`config.mk`:
```
export PLATFORM = sky130hd
export DESIGN_NAME = pe_tilde_butterfly_flat
export DESIGN_NICKNAME = d
export VERILOG_FILES = /design/src/rtl/pe_tilde_butterfly_if.sv /design/src/rtl/pe_tilde_butterfly.sv /design/src/flat_wrapper.sv
export SDC_FILE = /design/constraint.sdc
export NUM_CORES = 1
export LEC_CHECK = 0
export CAP_MARGIN = 20
export CORE_MARGIN = 1.5
export CORE_UTILIZATION = 35
export CTS_CLUSTER_SIZE = 40
export DETAILED_ROUTE_END_ITERATION = 7
export GPL_ROUTABILITY_DRIVEN = 0
export MAX_ROUTING_LAYER = met4
export PLACE_DENSITY = 0.6
export SYNTH_ARGS = -nofsm -noshare
export SYNTH_HDL_FRONTEND = slang
export SYNTH_SLANG_ARGS = --single-unit
```
`constraint.sdc`:
```
create_clock -name clk -period 2.6 [get_ports clk]
set_input_delay 0.52 -clock clk [delete_from_list [all_inputs] [get_ports clk]]
set_output_delay 0.52 -clock clk [all_outputs]
set_load 0.01 [all_outputs]
```
`src/rtl/pe_tilde_butterfly_if.sv`:
```
// Coefficient-pair bus for the unity-twiddle butterfly PE: runtime modulus,
// operand pair in, reduced sum/difference pair out.
interface pe_tilde_butterfly_if #(
    parameter int DATA_SIZE_ARB = 16
);
    logic [DATA_SIZE_ARB-1:0] q;
    logic [DATA_SIZE_ARB-1:0] data_top_i;
    logic [DATA_SIZE_ARB-1:0] data_bot_i;
    logic [DATA_SIZE_ARB-1:0] ntt_top_o;
    logic [DATA_SIZE_ARB-1:0] ntt_bot_o;

    modport master (
        output q, data_top_i, data_bot_i,
        input  ntt_top_o, ntt_bot_o
    );

    modport slave (
        input  q, data_top_i, data_bot_i,
        output ntt_top_o, ntt_bot_o
    );
endinterface

```
`src/rtl/pe_tilde_butterfly.sv`:
```
// Radix-2 NTT butterfly with twiddle fixed at 1: registers ((a+b) mod q, (a-b) mod q).
// Each path uses a single widened conditional correction, so no multiplier or divider.
module pe_tilde_butterfly #(
    parameter int DATA_SIZE_ARB = 16
) (
    input  logic                 clk,
    input  logic                 reset,
    pe_tilde_butterfly_if.slave  bus
);
    localparam int W = DATA_SIZE_ARB;

    logic [W:0]   q_ext;
    logic [W:0]   sum_ext;
    logic [W:0]   diff_ext;
    logic [W:0]   bot_fix_ext;
    logic [W-1:0] top_next;
    logic [W-1:0] bot_next;
    logic [W-1:0] top_reg;
    logic [W-1:0] bot_reg;

    assign q_ext    = {1'b0, bus.q};
    assign sum_ext  = {1'b0, bus.data_top_i} + {1'b0, bus.data_bot_i};
    assign diff_ext = {1'b0, bus.data_top_i} - {1'b0, bus.data_bot_i};
    // The extra MSB of the difference is the borrow, i.e. a < b.
    assign bot_fix_ext = diff_ext + q_ext;

    always_comb begin
        top_next = sum_ext[W-1:0];
        bot_next = diff_ext[W-1:0];
        if (sum_ext >= q_ext) begin
            top_next = sum_ext[W-1:0] - bus.q;
        end
        if (diff_ext[W]) begin
            bot_next = bot_fix_ext[W-1:0];
        end
    end

    always_ff @(posedge clk or posedge reset) begin
        if (reset) begin
            top_reg <= '0;
            bot_reg <= '0;
        end else begin
            top_reg <= top_next;
            bot_reg <= bot_next;
        end
    end

    assign bus.ntt_top_o = top_reg;
    assign bus.ntt_bot_o = bot_reg;
endmodule

```
`src/flat_wrapper.sv`:
```
// flat-port wrapper written by rule: the top's interface ports become plain ports
module pe_tilde_butterfly_flat 
#(
    parameter int DATA_SIZE_ARB = 16
)
  (clk, reset, bus_q, bus_data_top_i, bus_data_bot_i, bus_ntt_top_o, bus_ntt_bot_o);
  pe_tilde_butterfly_if #(.DATA_SIZE_ARB(DATA_SIZE_ARB)) bus_i ();
  input  logic clk;
  input  logic reset;
  input wire logic [$bits(bus_i.q)-1:0] bus_q;
  input wire logic [$bits(bus_i.data_top_i)-1:0] bus_data_top_i;
  input wire logic [$bits(bus_i.data_bot_i)-1:0] bus_data_bot_i;
  output wire logic [$bits(bus_i.ntt_top_o)-1:0] bus_ntt_top_o;
  output wire logic [$bits(bus_i.ntt_bot_o)-1:0] bus_ntt_bot_o;
  assign bus_i.q = bus_q;
  assign bus_i.data_top_i = bus_data_top_i;
  assign bus_i.data_bot_i = bus_data_bot_i;
  assign bus_ntt_top_o = bus_i.ntt_top_o;
  assign bus_ntt_bot_o = bus_i.ntt_bot_o;
  pe_tilde_butterfly #(.DATA_SIZE_ARB(DATA_SIZE_ARB)) u_core (.clk(clk), .reset(reset), .bus(bus_i));
endmodule
```
Word level (Yosys, flattened, before mapping):

Index checks and enable logic that the tools add are counted.

* register bits after elaboration: 32
* logic and storage cells: 9

* add/sub/neg operators: 4
* $lt $le $gt $ge: 1
* mux-type cells: 2

Operator list (count)
* $mux 16: 2
* $add 16x16->17: 1
* $ge 17x16->1: 1
* $sub 16x16->17: 1
* $add 16x16->16: 1
* $sub 16x16->16: 1

Logic depth before layout (Yosys ltp):

Gate-level depths: netlist of the first run.

* depth after elaboration: 3
* gate-level depth with buffers: 20
* gate-level depth less buffers: 20

Worst setup path after synthesis of the first run:

OpenSTA, ideal clock, no wires.

* path kind: input-to-reg
* from: input bus_data_bot_i[1]
* to: register u_core.top_reg[10], in the netlist u_core.bus.ntt_top_o[10]
* library setup time: 0.125 ns
* arrival time: 4.169 ns
* setup slack: -1.694 ns
* stages on the path: 18
* cells stage by stage: inv_1 > ha_1 > nand2b_1 > a2111oi_0 > o211a_1 > o221ai_2 > o41ai_2 > o21ba_2 > nor2_1 > xnor2_1 > ha_1 > nand4_1 > nor4_1 > a2111oi_0 > a21bo_2 > a21oi_4 > buf_6 > mux2_2

* longest elaborated chain between the ends: 3
* elaborated cells on any way between the ends: 4
* those cells by class: add/sub (2); order compare (1); mux (1)

Ends and longest elaborated chain
* start, declared: line flat_wrapper.sv:12 `input wire logic [$bits(bus_i.data_bot_i)-1:0] bus_data_bot_i;`
* $add 16x16->17 (*): line pe_tilde_butterfly.sv:22 `assign sum_ext = {1'b0, bus.data_top_i} + {1'b0, bus.data_bot_i};`
* $sub 16x16->16 or $ge 17x16->1 (tied branches): line pe_tilde_butterfly.sv:31, pe_tilde_butterfly.sv:30
* $mux 16 (*): line pe_tilde_butterfly.sv:30 `if (sum_ext >= q_ext) begin`
* net u_core.top_next[10]: line pe_tilde_butterfly.sv:16 `logic [W-1:0] top_next;`
* end signal, assigned: line pe_tilde_butterfly.sv:43 `top_reg <= top_next;`
* end, declared: line pe_tilde_butterfly.sv:18 `logic [W-1:0] top_reg;`

The timed path passes the listed nets; every way through them passes the cells marked *.

Final worst setup path of the first run:

* from: input bus_data_bot_i[1]
* to: register u_core.top_reg[11], in the netlist u_core.bus.ntt_top_o[11]

Same word-level chain as after synthesis.

==> results.tsv, run 1 <==
metric	value	unit
relative slew slack	72.1	%
RSZ-0062 raised after global routing	true	
Top FF cell, synth	dfrtp_1	
Yosys reg bits	32	
Worst Hold Margin	631	ps
Port Buffers	81	
synth top area cells	dfrtp_1 (19%), ha_1 (19%), xnor2_1 (8.0%)	
most frequent cells in the layout	buf_4 (202), clkdlybuf4s50_1 (60), ha_1 (46), inv_1 (40), dfrtp_1 (32)	
Hold-fix buffers, CTS	0	
first-pass GRT wire length	22400	um
HPWL after DPL	10200	um
status	finished with violations	
VDD IR max	0.267	mV
DP Area	6630	um2
delay-heaviest family, CP	compound AO/OA/AOI/OAI gates	
crit path buf inv count	4	
minimum clock period	3880	ps
dpl cells	883	
cell count after synthesis	489	
violated checks	DRC, setup timing	
slowest stage delay, CP	300	ps
final worst-path cycle share	149	%
TritonCTS clock tree	built	
pwr dens	628	nW/um2
Psw	0.00176	W
Final Max Slew Viols	0	
Rows	39	
net count reported at finish	906	
H-tree levels	2	
syn_area_per_cell	8.52	um2
area grow syn2layout	86.3	%
die area	12600	um2
Fin. Hold Viols	0	
largest net degree at the start of global routing	33	
starting DRC count in detailed routing	208	
clock network fraction of total power	12.0	%
crit-path max FO	7	
Max Clk Rate	0.258	GHz
measured slew at the worst slew-check pin	418	ps
clk slew on worst S/H paths	50	ps
Post-Layout Cell Count	933	
critical path, cell by cell	buf_8 -> inv_4 -> ha_4 -> nand2b_4 -> a2111oi_4 -> o211a_1 -> o221ai_4 -> o41ai_4 -> o21ba_2 -> nor2_2 -> xnor2_1 -> ha_1 -> nand4_1 -> nor4_1 -> a2111oi_1 -> a21bo_2 -> a21oi_4 -> buf_12 -> buf_12 -> mux2_4	
Post-synth EDFFs	0	
Yosys Warn Count	0	
starting density of the core	36.2	%
Setup Crit Path Kind	in -> reg	
clock root buffer	clkbuf_16	
Die Ht	112	um
fin worst setup slack	-1280	ps
# diodes	0	
register area share after synthesis	19.2	%
routed vias	4755	
Max Cap Viol	0	
register share of total power	16.2	%
WP data required	2760	ps
core area	11500	um2
# DRC	14	
asr flop ratio synth	100	%
clk buf depth	2	
Synth cell types	59	
layout cells sized above 1	48.0	%
Finished Cell Area	7760	um2
Vias/cell	5.10	
Critical Path Start Type	input pin	
Pre-antenna DRT Iters	6	
num ports	82	
Critical-path top delay cell	a2111oi_4	
WL/cell	15.5	um
gr ovfl total	0	
Synth top area share	19.2	%
Synthesized Nets	606	
final wirelength	14500	um
Crit. End Element	flop	
total clock sinks	32	
vias in the first global route	4802	
Syn Std Cell Area	4170	um2
Final setup viols	32	
Final Power	0.00488	W
die width	112	um
crit-path most repeated cell	buf_12	
Logic pwr share	71.8	%
Worst Hold Class	in -> async	
leakage power total	3.66	nW
most common cell after layout, fill and taps aside	buf_4	
switching part of the total	36.0	%
post-route antenna net violation count	0	
All-Layer GR Usage	22.3	%
Crit path arrival time	4040	ps
Num CTS Buffers	5	
Synth area leader	dfrtp_1	
initial antenna violation count	0	
Internal	0.00312	W
==> power by group through the flow <==
stage                     logic (W)  registers (W)  clock network, W
final                       0.00350       0.000792          0.000583
after global placement      0.00284       0.000802                 0
after global routing        0.00373       0.000814          0.000603
after floorplan             0.00142       0.000908                 0
after CTS                   0.00324       0.000793          0.000588
after detailed placement    0.00291       0.000801                 0
==> layout make-up <==
cell class / instances / area [um2]
flip-flops and latches: 32 / 801
clock buffers: 8 / 146
inverters: 53 / 216
multi-input cells: 395 / 3890
well taps: 143 / 179
repair buffers: 302 / 2530
fillers: 842 / 3750
==> tightest hold or removal path, cell delays in order <==
cell and delay (ps):
clkdlybuf4s50_1 390, inv_1 50, buf_4 360
==> through the flow <==
stage | TNS, ps | util, % | setup slack, ps
after CTS | -33320 | 64.3 | -1440
after floorplan | -29030 | - | -1540
after global placement | -53370 | 57.5 | -2040
after global routing | -37190 | 67.4 | -1470
after detailed placement | -56780 | 57.5 | -2190
final | -31720 | 67.4 | -1280
==> Yosys cell counts, types with 10 or more instances <==
master,count
xor2_1,14
a21o_1,11
dfrtp_1,32
inv_1,53
nand2b_1,10
nor2_1,31
o21ai_0,27
ha_1,63
nand2_1,20
xnor2_1,38
mux2_2,19
a21oi_1,45
==> flip-flops by register name (all words and copies together), names as in the netlist <==
register              cells
u_core.bus.ntt_bot_o     16
u_core.bus.ntt_top_o     16
==> path summary, 6_finish.rpt <==
check	from	to	depth (start not counted)
worst max-delay path	bus_data_bot_i[1]	u_core.bus.ntt_top_o[11]	20
max in group asynchronous	reset	u_core.bus.ntt_bot_o[11]	3
min in group clk	bus_data_top_i[1]	u_core.bus.ntt_top_o[1]	4
worst min-delay path	reset	u_core.bus.ntt_bot_o[2]	3
==> per-layer routing <==
layer  global-route usage (%)  routed length [um]
met1                     26.7                6270
met5                        -                   0
met3                     1.62                 536
met4                     6.41                 334
met2                     40.2                7320
==> cells by family (layout without fill, tap and decap cells) <==
family	count (synthesis)	count (layout)	synth area share (%)
AOI/OAI and AO/OA	139	142	22.8
xor gates and xnor gates	52	52	10.9
adders and majority gates	67	67	20.8
buffers and inverters	65	363	6.70
DFF	32	32	19.2
muxes	23	23	6.22
and+or+nand+nor	111	111	13.3
==> timing repair <==
item                       CTS  global route
pin swaps                   44            50
setup endpoints to repair   32            32
resized for setup          143            65
gates cloned                 1             2
buffers inserted            22            18
Note: power is estimated with default switching activity, not from simulation.
==> run 2: changes to the inputs <==
CORE_MARGIN = 10   (was 1.5)
CTS_BUF_LIST = sky130_fd_sc_hd__clkbuf_8   (was not set)
==> results.tsv, run 2 (same netlist as run 1, synthesis figures left out) <==
metric	value	unit	change
net count reported at finish	895		-1.2%
grt met2 use	29.3	%	-11 points
num ports	82		unchanged
critical path, cell by cell	buf_8 -> ha_4 -> fa_2 -> nor2b_4 -> o221ai_2 -> a21oi_1 -> nor2_2 -> o31ai_4 -> buf_4 -> a311o_1 -> ha_4 -> buf_4 -> a21o_1 -> a21oi_1 -> o21ai_1 -> nand3_1 -> nand3_2 -> a21oi_4 -> buf_6 -> mux2_4		
starting density of the core	36.2	%	unchanged
Max Clk Rate	0.253	GHz	-1.7%
crit-path max FO	6		-1
clock network fraction of total power	8.6	%	-3.4 points
crit path buf inv count	4		unchanged
Die Ht	129	um	+15%
switching part of the total	37.3	%	+1.3 points
Psw	0.00174	W	-0.86%
Worst Hold Class	in -> async		
Critical-path top delay cell	fa_2		
Setup Crit Path Kind	in -> reg		
area grow syn2layout	82.3	%	
Worst Hold Margin	623	ps	-7.64 ps
WL/cell	15.7	um	+1.0%
met3 usage	1.39	%	-0.23 points
Pre-antenna DRT Iters	5		-1
status	finished with violations		
pwr dens	615	nW/um2	-2.2%
die area	16700	um2	+33%
relative slew slack	56.6	%	-15 points
Num CTS Buffers	5		unchanged
clk slew on worst S/H paths	70	ps	+20 ps
Critical Path Start Type	input pin		
minimum clock period	3950	ps	+67.6 ps
Crit. End Element	flop		
# diodes	0		unchanged
starting DRC count in detailed routing	240		+15%
measured slew at the worst slew-check pin	649	ps	+230 ps
delay-heaviest family, CP	compound AO/OA/AOI/OAI gates		
All-Layer GR Usage	16.6	%	-5.7 points
first-pass GRT wire length	22200	um	-0.62%
gr ovfl total	0		unchanged
register share of total power	16.9	%	+0.7 points
Hold-fix buffers, CTS	0		unchanged
final wirelength	14400	um	-0.16%
Vias/cell	4.96		-2.8%
Most Crowded Layer GR	met2		
Final setup viols	32		unchanged
Final Max Slew Viols	0		unchanged
final worst-path cycle share	152	%	+2.6 points
Fin. Hold Viols	0		unchanged
violated checks	setup timing		
RSZ-0062 raised after global routing	true		
Max Cap Viol	0		unchanged
Internal	0.00293	W	-6.2%
Crit path arrival time	4130	ps	+90 ps
fin worst setup slack	-1350	ps	-67.6 ps
Port Buffers	81		unchanged
met1 usage	19.7	%	-7.1 points
leakage power total	3.59	nW	-1.9%
initial antenna violation count	0		unchanged
slowest stage delay, CP	380	ps	+80 ps
HPWL after DPL	10800	um	+6.3%
H-tree levels	2		unchanged
clock root buffer	clkbuf_8		
VDD IR max	0.232	mV	-13%
WP data required	2780	ps	+20 ps
Finished Cell Area	7600	um2	-2.1%
Rows	39		unchanged
layout cells sized above 1	48.1	%	+0.16 points
routed vias	4569		-3.9%
largest net degree at the start of global routing	33		unchanged
Logic pwr share	74.5	%	+2.7 points
# DRC	0		-14
DP Area	6560	um2	-0.94%
TritonCTS clock tree	built		
die width	129	um	+15%
vias in the first global route	4634		-3.5%
clk buf depth	2		unchanged
total clock sinks	32		unchanged
core area	11500	um2	unchanged
most common cell after layout, fill and taps aside	buf_4		
final core occ	66.0	%	-1.4 points
post-route antenna net violation count	0		unchanged
most frequent cells in the layout	buf_4 (195), clkdlybuf4s50_1 (61), inv_1 (42), ha_1 (42)		
run 2: changes by cell type in the layout (fill, tap and decap cells not counted), moves of 4 or more:
cell	before	now
a21oi_1	27	32
a21oi_4	5	1
buf_4	202	195
clkbuf_16	5	0
clkbuf_8	1	6
ha_1	46	42
ha_4	15	19
o21ai_1	15	11
run 2: worst paths after layout:
path | from | endpoint | cells past startpoint | slack (ps)
max | bus_data_top_i[0] | u_core.bus.ntt_top_o[5] | 20 | -1350
min | reset | u_core.bus.ntt_bot_o[2] | 3 | 620
max in group asynchronous | reset | u_core.bus.ntt_top_o[11] | 3 | 1680
min in group clk | bus_data_bot_i[0] | u_core.bus.ntt_top_o[0] | 5 | 750
run 2: per-stage QoR:
stage	setup TNS (ps)	setup WS, ps	power (W)	std cells
final	-33020	-1350	0.00467	922
after global routing	-37220	-1510	0.00499	922
after CTS	-33120	-1430	0.00446	913
after detailed placement	-55960	-2180	0.00374	873
after global placement	-53180	-2050	0.00367	873
after floorplan	-29030	-1540	0.00233	489
run 2: cell type report:
type / instances / area [um2]
fillers: 910 / 3920
clock inverters: 2 / 10.0
flip-flops and latches: 32 / 801
well taps: 143 / 179
repair buffers: 294 / 2460
multi-input cells: 392 / 3850
inverters: 53 / 216
clock buffers: 6 / 82.6
run 2: tightest hold or removal path, stage by stage:
cell and delay, ps:
clkdlybuf4s50_1 400, inv_1 50, buf_4 360
run 2: timing repair:
| action | CTS | global route |
|---|---|---|
| gates resized for setup | 128 | 79 |
| setup buffers | 31 | 11 |
| cloned | 1 | 0 |
| setup endpoints to repair | 32 | 32 |
| pin swaps | 61 | 30 |
run 2: per-layer routing:
metal / vias to the layer above / wire length (um)
li1: 2311 / -
met1: 2138 / 6330
met2: 102 / 7380
met3: 18 / 502
met4: 0 / 228
met5: - / 0
run 2: power groups by stage:
stage               logic, W  clock network [W]  registers (W)
global placement     0.00287                  0       0.000799
CTS                  0.00326           0.000407       0.000789
global route         0.00374           0.000435       0.000814
detailed placement   0.00294                  0       0.000799
finish               0.00348           0.000400       0.000790
floorplan            0.00142                  0       0.000908
